<file path="src/rtl/muldiv_pkg.sv">
// muldiv_pkg: shared types and constants for the iterative multiply/divide
// sequencer.
//   md_op_t    - operation code carried on the request bus. The encodings
//                3'b110 and 3'b111 are reserved and deliberately left unnamed.
//   md_state_t - sequencer FSM states.
//   CNT_W      - iteration counter width for the default operand width.
package muldiv_pkg;

    localparam int MD_WIDTH = 32;

    typedef enum logic [2:0] {
        MD_MULT  = 3'b000,
        MD_MULTU = 3'b001,
        MD_DIV   = 3'b010,
        MD_DIVU  = 3'b011,
        MD_MTHI  = 3'b100,
        MD_MTLO  = 3'b101
    } md_op_t;

    typedef enum logic [1:0] {
        IDLE = 2'd0,
        ITER = 2'd1,
        FIX  = 2'd2
    } md_state_t;

    // The counter must be able to hold the value WIDTH itself, which needs
    // one more bit than $clog2(WIDTH).
    function automatic int cnt_width(input int w);
        return $clog2(w) + 1;
    endfunction

    localparam int CNT_W = cnt_width(MD_WIDTH);

endpackage

</file>
<file path="src/rtl/muldiv_seq_if.sv">
// muldiv_seq_if: core <-> multiply/divide sequencer bus.
//   master (core):  drives start, op, a, b, rd_hilo; observes busy, done,
//                   stall, hi, lo.
//   slave (block):  the reverse direction.
interface muldiv_seq_if #(parameter int WIDTH = muldiv_pkg::MD_WIDTH);

    logic                start;
    muldiv_pkg::md_op_t  op;
    logic [WIDTH-1:0]    a;
    logic [WIDTH-1:0]    b;
    logic                rd_hilo;
    logic                busy;
    logic                done;
    logic                stall;
    logic [WIDTH-1:0]    hi;
    logic [WIDTH-1:0]    lo;

    modport master (output start, op, a, b, rd_hilo,
                    input  busy, done, stall, hi, lo);
    modport slave  (input  start, op, a, b, rd_hilo,
                    output busy, done, stall, hi, lo);

endinterface

</file>
<file path="src/rtl/muldiv_step.sv">
// muldiv_step: one combinational iteration of the sequencer.
//   is_div - 0: radix-2 shift-add multiply, 1: restoring shift-subtract divide
//   acc    - 2*WIDTH accumulator. Multiply: {partial product, multiplier}.
//            Divide: the low half holds the dividend, which shifts out MSB
//            first while quotient bits shift in at the bottom.
//   rem    - WIDTH+1 partial remainder (divide only)
//   opnd   - multiplicand (multiply) or divisor (divide) magnitude
//   acc_n, rem_n - values for the next iteration
module muldiv_step
    import muldiv_pkg::*;
#(
    parameter int WIDTH = MD_WIDTH
) (
    input  logic                 is_div,
    input  logic [2*WIDTH-1:0]   acc,
    input  logic [WIDTH:0]       rem,
    input  logic [WIDTH-1:0]     opnd,
    output logic [2*WIDTH-1:0]   acc_n,
    output logic [WIDTH:0]       rem_n
);

    logic [WIDTH:0] mul_sum;
    logic [WIDTH:0] div_shift;
    logic [WIDTH:0] div_diff;
    logic           unused_rem_msb;

    // Add the multiplicand into the upper half when the multiplier LSB is
    // set. The carry goes into bit WIDTH and is shifted back down below.
    assign mul_sum   = {1'b0, acc[2*WIDTH-1:WIDTH]} + (acc[0] ? {1'b0, opnd} : '0);

    // The remainder is always below the divisor, so its WIDTH low bits plus
    // the next dividend bit fit exactly in WIDTH+1 bits. A set MSB in the
    // difference means a borrow, so the subtraction is discarded.
    assign div_shift = {rem[WIDTH-1:0], acc[WIDTH-1]};
    assign div_diff  = div_shift - {1'b0, opnd};

    assign unused_rem_msb = rem[WIDTH];

    always_comb begin
        acc_n = acc;
        rem_n = rem;
        if (is_div) begin
            acc_n = {acc[2*WIDTH-1:WIDTH], acc[WIDTH-2:0], ~div_diff[WIDTH]};
            rem_n = div_diff[WIDTH] ? div_shift : div_diff;
        end else begin
            acc_n = {mul_sum, acc[WIDTH-1:1]};
        end
    end

endmodule

</file>
<file path="src/rtl/muldiv_seq.sv">
// muldiv_seq: iterative multiply/divide sequencer with the architectural
// HI/LO registers.
//   clk, reset - core clock; synchronous active-high reset
//   bus        - muldiv_seq_if.slave:
//                start/op/a/b  issue MULT/MULTU/DIV/DIVU/MTHI/MTLO
//                rd_hilo       core is executing MFHI/MFLO this cycle
//                busy          ITER or FIX
//                done          one-cycle pulse after HI/LO are written
//                stall         busy & (rd_hilo | start)
//                hi, lo        HI/LO registers
// Multiply and divide run on operand magnitudes for WIDTH iterations. A final
// FIX cycle applies the result signs and writes HI/LO.
module muldiv_seq
    import muldiv_pkg::*;
#(
    parameter int WIDTH = MD_WIDTH
) (
    input  logic         clk,
    input  logic         reset,
    muldiv_seq_if.slave  bus
);

    localparam int CW = cnt_width(WIDTH);

    md_state_t          state_q, state_d;
    logic [CW-1:0]      cnt_q, cnt_d;
    logic [2*WIDTH-1:0] acc_q, acc_d;
    logic [WIDTH:0]     rem_q, rem_d;
    logic [WIDTH-1:0]   opnd_q, opnd_d;
    logic [WIDTH-1:0]   a_q, a_d;       // raw dividend, returned on divide-by-zero
    logic               is_div_q, is_div_d;
    logic               sign_q, sign_d;  // product / quotient sign
    logic               rsign_q, rsign_d; // remainder sign
    logic               dz_q, dz_d;
    logic [WIDTH-1:0]   hi_q, hi_d;
    logic [WIDTH-1:0]   lo_q, lo_d;
    logic               done_q, done_d;

    logic [2*WIDTH-1:0] step_acc;
    logic [WIDTH:0]     step_rem;

    logic               op_signed, op_div;
    logic [WIDTH-1:0]   a_mag, b_mag;
    logic [2*WIDTH-1:0] prod_fix;
    logic [WIDTH-1:0]   quot_mag, rem_mag;

    muldiv_step #(.WIDTH(WIDTH)) u_step (
        .is_div (is_div_q),
        .acc    (acc_q),
        .rem    (rem_q),
        .opnd   (opnd_q),
        .acc_n  (step_acc),
        .rem_n  (step_rem)
    );

    assign op_signed = (bus.op == MD_MULT) || (bus.op == MD_DIV);
    assign op_div    = (bus.op == MD_DIV)  || (bus.op == MD_DIVU);
    // The most negative value maps onto itself, and read as unsigned that is
    // its correct magnitude. This is why DIV overflow needs no special case.
    assign a_mag     = (op_signed && bus.a[WIDTH-1]) ? -bus.a : bus.a;
    assign b_mag     = (op_signed && bus.b[WIDTH-1]) ? -bus.b : bus.b;

    assign prod_fix  = sign_q ? -acc_q : acc_q;
    assign quot_mag  = acc_q[WIDTH-1:0];
    assign rem_mag   = rem_q[WIDTH-1:0];

    always_comb begin
        state_d  = state_q;
        cnt_d    = cnt_q;
        acc_d    = acc_q;
        rem_d    = rem_q;
        opnd_d   = opnd_q;
        a_d      = a_q;
        is_div_d = is_div_q;
        sign_d   = sign_q;
        rsign_d  = rsign_q;
        dz_d     = dz_q;
        hi_d     = hi_q;
        lo_d     = lo_q;
        done_d   = 1'b0;

        case (state_q)
            IDLE: begin
                if (bus.start) begin
                    case (bus.op)
                        MD_MTHI: hi_d = bus.a;
                        MD_MTLO: lo_d = bus.a;
                        MD_MULT, MD_MULTU, MD_DIV, MD_DIVU: begin
                            is_div_d = op_div;
                            // The multiplier or dividend goes in the low
                            // half and is consumed one bit per iteration.
                            acc_d    = {{WIDTH{1'b0}}, op_div ? a_mag : b_mag};
                            opnd_d   = op_div ? b_mag : a_mag;
                            rem_d    = '0;
                            a_d      = bus.a;
                            sign_d   = op_signed & (bus.a[WIDTH-1] ^ bus.b[WIDTH-1]);
                            rsign_d  = op_signed & bus.a[WIDTH-1];
                            dz_d     = op_div & (bus.b == '0);
                            cnt_d    = '0;
                            state_d  = ITER;
                        end
                        default: ;  // reserved encodings
                    endcase
                end
            end
            ITER: begin
                acc_d = step_acc;
                rem_d = step_rem;
                cnt_d = cnt_q + 1'b1;
                if (cnt_q == CW'(WIDTH - 1))
                    state_d = FIX;
            end
            FIX: begin
                if (!is_div_q) begin
                    {hi_d, lo_d} = prod_fix;
                end else if (dz_q) begin
                    lo_d = '1;
                    hi_d = a_q;
                end else begin
                    lo_d = sign_q  ? -quot_mag : quot_mag;
                    hi_d = rsign_q ? -rem_mag  : rem_mag;
                end
                done_d  = 1'b1;
                state_d = IDLE;
            end
            default: state_d = IDLE;
        endcase
    end

    always_ff @(posedge clk) begin
        if (reset) begin
            state_q  <= IDLE;
            cnt_q    <= '0;
            acc_q    <= '0;
            rem_q    <= '0;
            opnd_q   <= '0;
            a_q      <= '0;
            is_div_q <= 1'b0;
            sign_q   <= 1'b0;
            rsign_q  <= 1'b0;
            dz_q     <= 1'b0;
            hi_q     <= '0;
            lo_q     <= '0;
            done_q   <= 1'b0;
        end else begin
            state_q  <= state_d;
            cnt_q    <= cnt_d;
            acc_q    <= acc_d;
            rem_q    <= rem_d;
            opnd_q   <= opnd_d;
            a_q      <= a_d;
            is_div_q <= is_div_d;
            sign_q   <= sign_d;
            rsign_q  <= rsign_d;
            dz_q     <= dz_d;
            hi_q     <= hi_d;
            lo_q     <= lo_d;
            done_q   <= done_d;
        end
    end

    assign bus.busy  = (state_q != IDLE);
    assign bus.done  = done_q;
    assign bus.stall = bus.busy & (bus.rd_hilo | bus.start);
    assign bus.hi    = hi_q;
    assign bus.lo    = lo_q;

endmodule

</file>
<file path="src/flat_wrapper.sv">
// flat-port wrapper written by rule: the top's interface ports become plain ports
module muldiv_seq_flat import muldiv_pkg::*;
#(
    parameter int WIDTH = MD_WIDTH
)
  (clk, reset, bus_start, bus_op, bus_a, bus_b, bus_rd_hilo, bus_busy, bus_done, bus_stall, bus_hi, bus_lo);
  muldiv_seq_if #(.WIDTH(WIDTH)) bus_i ();
  input  logic clk;
  input  logic reset;
  input wire logic [$bits(bus_i.start)-1:0] bus_start;
  input wire logic [$bits(bus_i.op)-1:0] bus_op;
  input wire logic [$bits(bus_i.a)-1:0] bus_a;
  input wire logic [$bits(bus_i.b)-1:0] bus_b;
  input wire logic [$bits(bus_i.rd_hilo)-1:0] bus_rd_hilo;
  output wire logic [$bits(bus_i.busy)-1:0] bus_busy;
  output wire logic [$bits(bus_i.done)-1:0] bus_done;
  output wire logic [$bits(bus_i.stall)-1:0] bus_stall;
  output wire logic [$bits(bus_i.hi)-1:0] bus_hi;
  output wire logic [$bits(bus_i.lo)-1:0] bus_lo;
  assign bus_i.start = bus_start;
  assign bus_i.op = bus_op;
  assign bus_i.a = bus_a;
  assign bus_i.b = bus_b;
  assign bus_i.rd_hilo = bus_rd_hilo;
  assign bus_busy = bus_i.busy;
  assign bus_done = bus_i.done;
  assign bus_stall = bus_i.stall;
  assign bus_hi = bus_i.hi;
  assign bus_lo = bus_i.lo;
  muldiv_seq #(.WIDTH(WIDTH)) u_core (.clk(clk), .reset(reset), .bus(bus_i));
endmodule
</file>
<file path="config.mk">
export PLATFORM = sky130hd
export DESIGN_NAME = muldiv_seq_flat
export DESIGN_NICKNAME = d
export VERILOG_FILES = /design/src/rtl/muldiv_pkg.sv /design/src/rtl/muldiv_seq_if.sv /design/src/rtl/muldiv_step.sv /design/src/rtl/muldiv_seq.sv /design/src/flat_wrapper.sv
export SDC_FILE = /design/constraint.sdc
export NUM_CORES = 1
export LEC_CHECK = 0
export CORE_UTILIZATION = 55
export CTS_CLUSTER_SIZE = 25
export DETAILED_ROUTE_END_ITERATION = 6
export PLACE_DENSITY = 0.76
export SETUP_SLACK_MARGIN = 0.02
export SYNTH_ARGS = -nofsm -noshare
export SYNTH_HDL_FRONTEND = slang
export SYNTH_SLANG_ARGS = --single-unit
</file>
<file path="constraint.sdc">
create_clock -name clk -period 8.7 [get_ports clk]
set_clock_uncertainty 0.05 [all_clocks]
set_input_delay 2.61 -clock clk [delete_from_list [all_inputs] [get_ports clk]]
set_output_delay 2.61 -clock clk [all_outputs]
set_load 0.02 [all_outputs]
</file>
After elaboration in Yosys (flattened, before gate mapping)
Index checks and enable logic that the tools add are counted.
- flip-flop bits (word level): 237
- input port bits: 71
- output and inout port bits: 67
- logic and storage cells: 97
- $add $sub $neg: 8
- eq/ne operators: 15
- muxes and demuxes: 35
- bitwise gates (word level): 7
- reduce and logical (&&, ||, !) cells: 18
- operators with widths (kind ; count):
    2-to-1 mux 32 bit ; 19
    2-to-1 mux 64 bit ; 4
    case mux 32 bit (2 select lines) ; 3
    negator 32 bit ; 4
    case mux 64 bit (2 select lines) ; 1
    negator 64 bit ; 1
    adder 32 x 33 -> 33 bit ; 1
    subtractor 33 x 32 -> 33 bit ; 1
    zero test 32 bit ; 1
    AND reduction 3 bit ; 5
    2-to-1 mux 6 bit ; 2
    case mux 6 bit (2 select lines) ; 1
    inequality test 2 bit, second input constant ; 5
    AND reduction 4 bit ; 2
    adder 6 x 1 -> 6 bit, second input constant ; 1
    == test 3 x 2 -> 1 bit, second input constant ; 2
    == test 3 bit, second input constant ; 2
    == test 6 x 5 -> 1 bit, second input constant ; 1
    2-to-1 mux 2 bit ; 3
    nonzero test 2 bit ; 3
    bitwise AND 1 bit ; 4
    inequality test 2 x 1 -> 1 bit, second input constant ; 2
    case mux 2 bit (2 select lines) ; 1
    OR reduction 4 bit ; 1
    11 further kinds ; 13

Depth between registers and ports, before layout
Gate-level depths: netlist (run 1).
- depth in word-level cells: 8
- depth in mapped cells: 13
- gate-level depth less buffers: 13

Cells and area by module
Synthesis (run 1) repeated with hierarchy kept, for this count alone.
- cells, all modules: 2611
- area total of the unflattened synthesis: 19200.9 um2
- by module, submodules not included (module ; instances ; cells an instance ; area each (um2) ; seq. area each (um2)):
    muldiv_seq ; 1 ; 1836 ; 14117.3 ; 4764.6
    muldiv_step ; 1 ; 775 ; 5083.6 ; 0.0

Worst setup path before layout (run 1)
Ideal clock, no wire load.
- path kind: input to output
- start: input bus_start
- end: output bus_stall
- data arrival time: 2916 ps
- required time: 6040 ps
- setup slack: 3124 ps
- stages: 2
- path buffers: 0
- cells stage by stage: nor2_1 > nor2_1
- word-level cells in the longest chain between the ends: 2
- ends and longest elaborated chain (what ; line ; text):
    start: declaration ; flat_wrapper.sv:10 ; input wire logic [$bits(bus_i.start)-1:0] bus_start;
    bitwise OR 1 bit ; muldiv_seq.sv:164 ; assign bus.stall = bus.busy & (bus.rd_hilo | bus.start);
    bitwise AND 1 bit ; muldiv_seq.sv:164 ;
    end: declaration ; flat_wrapper.sv:17 ; output wire logic [$bits(bus_i.stall)-1:0] bus_stall;
No other way between the ends.

Worst setup path after layout (run 1)
Ends and elaborated chain as after synthesis.

==> qor.csv, run 1 <==
stage,metric,value,unit
clock_network,holdBufCountCts,0,
drt,via_count,18140,
floorplan,dieArea,32280,µm²
synth,synth_area_per_cell,7.530,µm²
pwr,power.total,2.946,mW
finish,post-route-util,0.6383,
synth,ys_seq_elements,237,
clock_network,numCtsBuffers,28,
clock_network,clock_latency,0.55,ns
floorplan,rows,64,
clock_network,post_cts_buffers,0,
floorplan,coreArea,30830,µm²
setup_path,slowest_delay,0.62,ns
synth,async_flop_share,0,
synth,seq_area_frac_synth,0.2732,
synth,ys.flop_type,dfxtp_1,
grt,grt_pass1_wl,95970,µm
pwr,vdd_drop_max,0.1459,mV
drt,viasPerCell,6.619,
drt,ant_nets,0,
clock_network,clkTransAtPathRegs,0.06,ns
grt,grt_pass1_vias,16500,
sta,report.final.slew_viol_count,0,
floorplan,die_h,179.7,µm
clock_network,htree_levels,1,
finish,drive_gt1_frac,0.04439,
synth,synth_cell_types,80,
floorplan,start_util,0.5632,
synth,synth_fp_nets,2448,
finish,fin_nets,2467,
setup_path,arrival,3.90,ns
status,failed_checks,DRC,
clock_network,cts.repair.resized,0,
min_path,hp-class,flip-flop to flip-flop,
synth,synth_area,17360,µm²
setup_path,worst-setup-path-type,primary input to primary output,
synth,yosys_warnings,0,
drt,first_pass_iters,7,
pwr,p_per_area,149.7,nW/µm²
clock_network,cts_tree,done,
sta,rsz0062_at_grt,false,
finish,fin_area,19680,µm²
sta,slew_headroom,0.1569,
place,gp_congestion,0.9889,
sta,worstMarginPinSlew,1.265,ns
drt,drt-total-wl,62670,µm
place,detailed_place_hpwl,46280,µm
status,status,"complete, but fails checks",
sta,max_clock_freq,152.5,MHz
drt,dr.first_iter.drc_count,2289,
synth,syn-instance-count,2306,
clock_network,cts_max_path_buffers,3,
place,dpl.cell_count,2691,
finish,final_cells,2740,
setup_path,cpMaxStageDelayCell,clkdlybuf4s50_1,
finish,syn2layout_area_growth,13.32,%
grt,grt_max_degree,73,
clock_network,cts_sinks,237,
setup_path,path_cells,clkdlybuf4s50_1 -> nor2_1 -> nor2_1 -> clkdlybuf4s50_1,
grt,gr-total-overflow,0,
sta,setup_viol,0,
grt,antenna_found_initial,0,
floorplan,die_w,179.7,µm
place,numPortBuffers,137,
sta,post-route-period-util,0.7537,
drt,detail_route.wl_per_cell,22.87,µm
floorplan,num_io_pins,138,
setup_path,startpoint_type,primary input,
sta,tns,0,ns
setup_path,path_max_fanout,3,
drt,drc,22,
job,maxCapViolations,0,
clock_network,clockRootBuffer,clkbuf_16,
sta,finalHoldViolCount,0,
pwr,p_leak,7.426,nW
setup_path,end_kind,primary output,
finish,fillers,2779,
synth,synth_edf_count,0,
place,post_dp_cell_area,18770,µm²
setup_path,required,6.04,ns
grt,grt_util_all_layers,0.3763,
sta,period_needed,6.557,ns
-- layer usage --
layer | track usage | vias up | routed length (µm)
met2 | 0.5809 | 993 | 27450
met4 | 0.1614 | 0 | 2820
li1 | - | 8388 | -
met3 | 0.06767 | 176 | 6084
met5 | 0 | - | 0
met1 | 0.5142 | 8578 | 26320
-- cells by family (layout without fill, tap and decap cells) --
family / after synthesis / after routing / synth area share
simple gates: 738 / 738 / 0.1969
buf+inv: 240 / 277 / 0.05383
other cells: 0 / 1 / 0
fa+ha+maj: 71 / 71 / 0.05202
mux: 94 / 94 / 0.05433
compound gates: 731 / 731 / 0.2713
xor+xnor: 195 / 195 / 0.09836
flops: 237 / 237 / 0.2732
-- cell usage in the layout (no fill, tap or decap), types with 32 or more instances in the layout --
cell type        count
nand2_1            283
dfxtp_1            234
a21oi_1            206
nor2_1             198
o21ai_0            159
clkdlybuf4s50_1    135
xor2_1             115
mux2i_1             92
xnor2_1             80
ha_1                69
inv_1               68
nor3_1              51
o211ai_1            50
a211oi_1            46
o31ai_1             43
nand3_1             36
a221oi_1            33
a21o_1              32
-- worst max-delay path: cells and delay by family --
family	cells	cell delay [ns]
buffers and inverters	2	1.13
and+or+nand+nor	2	0.15
-- metrics by stage --
step           worst slack [ns]  hold slack (ns)
2_1_floorplan             3.124           0.3811
3_3_place_gp              2.187           0.3917
3_5_place_dp              2.170           0.3931
4_1_cts                   2.165           0.4013
5_1_grt                   2.114           0.4142
6_report                  2.143           0.4031
-- worst paths after layout --
check                                             startpoint                       endpoint  slack (ns)  cells after the start
worst max register to register  u_core.acc_q[0]$_SDFFE_PP0P_  u_core.acc_q[63]$_SDFFE_PP0P_        3.73                     12
worst min-delay path             u_core.a_q[19]$_SDFFE_PP0P_    u_core.a_q[19]$_SDFFE_PP0P_        0.40                      2
worst min register to register   u_core.a_q[19]$_SDFFE_PP0P_    u_core.a_q[19]$_SDFFE_PP0P_        0.40                      2
worst max-delay path                               bus_start                      bus_stall        2.14                      4
-- cell usage after synthesis, types with 7 or more instances --
master,count,share of area
nand2_1,284,0.061
dfxtp_1,237,0.27
a21oi_1,208,0.060
nor2_1,200,0.043
o21ai_0,159,0.046
clkbuf_1,147,0.032
xor2_1,115,0.058
mux2i_1,92,0.053
xnor2_1,80,0.040
ha_1,69,0.050
inv_1,68,0.015
nor3_1,51,0.015
o211ai_1,50,0.022
a211oi_1,46,0.020
o31ai_1,43,0.019
nand3_1,36,0.010
a221oi_1,33,0.017
a21o_1,32,0.014
a22oi_1,22,0.0095
nand2b_1,19,0.0068
or4_1,19,0.0082
nor2b_1,18,0.0065
nor4_1,17,0.0061
o41ai_1,17,0.0086
or3_1,17,0.0061
a31oi_1,16,0.0058
buf_1,14,0.0030
o22ai_1,13,0.0047
nand4_1,11,0.0040
and2_1,10,0.0036
nand3b_1,10,0.0043
o21a_1,10,0.0043
o21bai_1,10,0.0043
or2_2,10,0.0036
a32oi_1,9,0.0045
and3_1,9,0.0032
nor3b_1,8,0.0035
a221o_1,7,0.0040
-- layout make-up --
cell class	instances	area (µm²)	share of cell area
Timing Repair Buffer	161	1548	0.07865
Tap cell	396	495.5	0.02518
Clock inverter	6	80.08	0.004069
Inverter	68	255.2	0.01297
Antenna cell	1	2.502	0.0001272
Clock buffer	42	824.5	0.04190
Sequential cell	237	4748	0.2413
Multi-Input combinational cell	1829	11720	0.5958
-- power by group --
part	switching [mW]	internal (mW)	leakage [nW]	total (mW)
Combinational	0.375	0.215	5.05	0.591
Sequential	0.0520	1.13	1.93	1.18
Clock	0.471	0.706	0.447	1.18
-- sequential cells by signal, summed over array words and instances (netlist names) --
register	cells
u_core.a_q	32
u_core.acc_q	64
u_core.bus.done	1
u_core.bus.hi	32
u_core.bus.lo	32
u_core.cnt_q	6
u_core.dz_q	1
u_core.is_div_q	1
u_core.opnd_q	32
u_core.rem_q	32
u_core.rsign_q	1
u_core.sign_q	1
u_core.state_q	2
No activity file was read; power rests on OpenSTA's default activity.
==> inputs of run 2 (changes only) <==
Clock period 8.7 ns to 6.5 ns, I/O delays scaled along.
==> qor.csv, run 2 (synthesized netlist as in run 1, its figures left out) <==
stage,metric,value,unit,change
finish,fin_nets,2475,,+0.32%
finish,regMostFlops,u_core.acc_q,,
sta,period_needed,5.236,ns,
pwr,p_leak,7.499,nW,+0.99%
sta,rsz0062_at_grt,false,,
sta,final.setup.worst_slack,1.264,ns,-0.8792 ns
setup_path,slowest_delay,0.62,ns,about the same
clock_network,clkTransAtPathRegs,0.06,ns,about the same
grt,gr-total-overflow,0,,unchanged
place,numPortBuffers,137,,unchanged
clock_network,cts_max_path_buffers,3,,unchanged
setup_path,cpMaxStageDelayCell,clkdlybuf4s50_1,,
setup_path,r2r-end,u_core.rem_q[30]$_SDFFE_PP0P_,,
floorplan,dieArea,32280,µm²,unchanged
clock_network,htree_levels,1,,unchanged
min_path,holdPathStages,2,,unchanged
sta,max_clock_freq,191.0,MHz,
grt,grt_max_degree,87,,+19%
grt,grt_util_all_layers,0.3893,,+0.01298
floorplan,rows,64,,unchanged
floorplan,coreArea,30830,µm²,unchanged
drt,detail_route.wl_per_cell,23.52,µm,+2.8%
setup_path,critical_path_buf_inv_count,2,,unchanged
floorplan,num_io_pins,138,,unchanged
sta,slew_headroom,0.2270,,+0.07008
sta,tns,0,ns,unchanged
clock_network,cts_sinks,237,,unchanged
setup_path,worstSetupStartpoint,bus_start,,
finish,most-common-layout-cells,"nand2_1 (283), dfxtp_1 (234), a21oi_1 (206)",,
sta,post-route-period-util,0.8055,,
setup_path,path_delay_family,buffers and inverters,,
place,gp_congestion,0.9498,,-4.0%
floorplan,die_h,179.7,µm,unchanged
finish,largest_reg_flops,64,,unchanged
grt,antenna_found_initial,0,,unchanged
drt,via_count,18220,,+0.47%
finish,num_antenna_cells,0,,-1
finish,drive_gt1_frac,0.04930,,+0.004911
sta,report.final.slew_viol_count,0,,unchanged
clock_network,clock_latency,0.56,ns,about the same
min_path,holdPathEnd,u_core.opnd_q[13]$_SDFFE_PP0P_,,
floorplan,start_util,0.5632,,unchanged
status,failed_checks,DRC,,
clock_network,clockRootBuffer,clkbuf_16,,
sta,setup_viol,0,,unchanged
setup_path,worstRegToRegCells,13,,+1
setup_path,ff2ff_setup_slack,1.30,ns,-2.43 ns
status,status,"complete, but fails checks",,
drt,drc,11,,-50%
finish,syn2layout_area_growth,14.08,%,
sta,finalHoldViolCount,0,,unchanged
place,post-place-ws,1.296,ns,-0.8743 ns
job,maxCapViolations,0,,unchanged
setup_path,path_max_fanout,3,,unchanged
setup_path,reg2reg_from,u_core.acc_q[31]$_SDFFE_PP0P_,,
pwr,p_per_area,205.5,nW/µm²,+37%
setup_path,end_kind,primary output,,
clock_network,post_cts_buffers,0,,unchanged
setup_path,startpoint_type,primary input,,
setup_path,arrival,3.24,ns,-0.66 ns
min_path,hp-class,flip-flop to flip-flop,,
drt,drt-total-wl,64660,µm,+3.2%
drt,dr.first_iter.drc_count,2174,,-5.0%
clock_network,holdBufCountCts,0,,unchanged
place,detailed_place_hpwl,47870,µm,+3.4%
pwr,vdd_drop_max,0.1846,mV,+27%
sta,worstMarginPinSlew,1.149,ns,-0.1157 ns
drt,ant_nets,0,,unchanged
finish,final_common_cell,nand2_1,,
drt,first_pass_iters,7,,unchanged
drt,viasPerCell,6.628,,+0.14%
grt,grt_pass1_vias,16660,,+0.96%
setup_path,worst-setup-path-type,primary input to primary output,,
setup_path,path_depth,4,,unchanged
floorplan,die_w,179.7,µm,unchanged
setup_path,path_cells,clkdlybuf4s50_1 -> nor2_1 -> nor2_1 -> clkdlybuf4s50_1,,
grt,grt_pass1_wl,98670,µm,+2.8%
clock_network,numCtsBuffers,28,,unchanged
clock_network,cts.repair.resized,0,,unchanged
clock_network,cts_tree,done,,
setup_path,required,4.50,ns,-1.54 ns
min_path,hold_start,u_core.opnd_q[13]$_SDFFE_PP0P_,,
-- run 2: cell count changes in the layout (fill, tap and decap cells not counted) --
cell	before	now
clkinvlp_4	0	1
clkbuf_1	8	6
diode_2	1	0
clkbuf_8	5	6
buf_4	24	32
bufinv_16	2	4
-- run 2: power by group --
part	internal (mW)	leakage, nW	switching [mW]
clock	1.04	0.480	0.658
combinational	0.290	5.09	0.510
sequential	1.51	1.93	0.0684
-- run 2: area by class of cell --
| class | count | area (µm²) |
|---|---|---|
| clock buffers | 41 | 830.8 |
| clock inverters | 9 | 147.6 |
| fillers | 2748 | 11020 |
| inverters | 68 | 255.2 |
| multi-input cells | 1829 | 11720 |
| flip-flops and latches | 237 | 4748 |
| well taps | 396 | 495.5 |
| repair buffers | 169 | 1608 |
-- run 2: layer usage --
| layer | global-route usage | part of all wire | vias up |
|---|---|---|---|
| met5 | 0 | 0 | - |
| met4 | 0.1666 | 0.044 | 0 |
| met3 | 0.04437 | 0.087 | 161 |
| met2 | 0.6084 | 0.44 | 988 |
| met1 | 0.5420 | 0.43 | 8684 |
| li1 | - | - | 8387 |
-- run 2: per-stage QoR --
step / hold WS [ns] / power (mW) / utilization / instances / instance area (µm²)
after floorplan: 0.3811 / 2.095 / - / 2306 / 17360
after global placement: 0.3893 / 2.368 / 0.6108 / 2699 / 18830
after detailed placement: 0.3923 / 2.380 / 0.6108 / 2699 / 18830
after CTS: 0.4008 / 4.050 / 0.6425 / 2749 / 19810
after global routing: 0.4162 / 4.195 / 0.6425 / 2749 / 19810
final: 0.4021 / 4.070 / 0.6425 / 2749 / 19810
-- run 2: worst max-delay path by stage --
| stage | end | slack, ns |
|---|---|---|
| after floorplan | bus_stall | 2.24 |
| after global placement | bus_stall | 1.29 |
| after detailed placement | bus_stall | 1.30 |
| after CTS | bus_stall | 1.29 |
| after global routing | bus_stall | 1.26 |
| final | bus_stall | 1.26 |
-- run 2: tightest hold or removal path, stage by stage (launching register included) --
cell and delay, ns:
dfxtp_1 0.31, nand2_1 0.05, a21oi_1 0.05
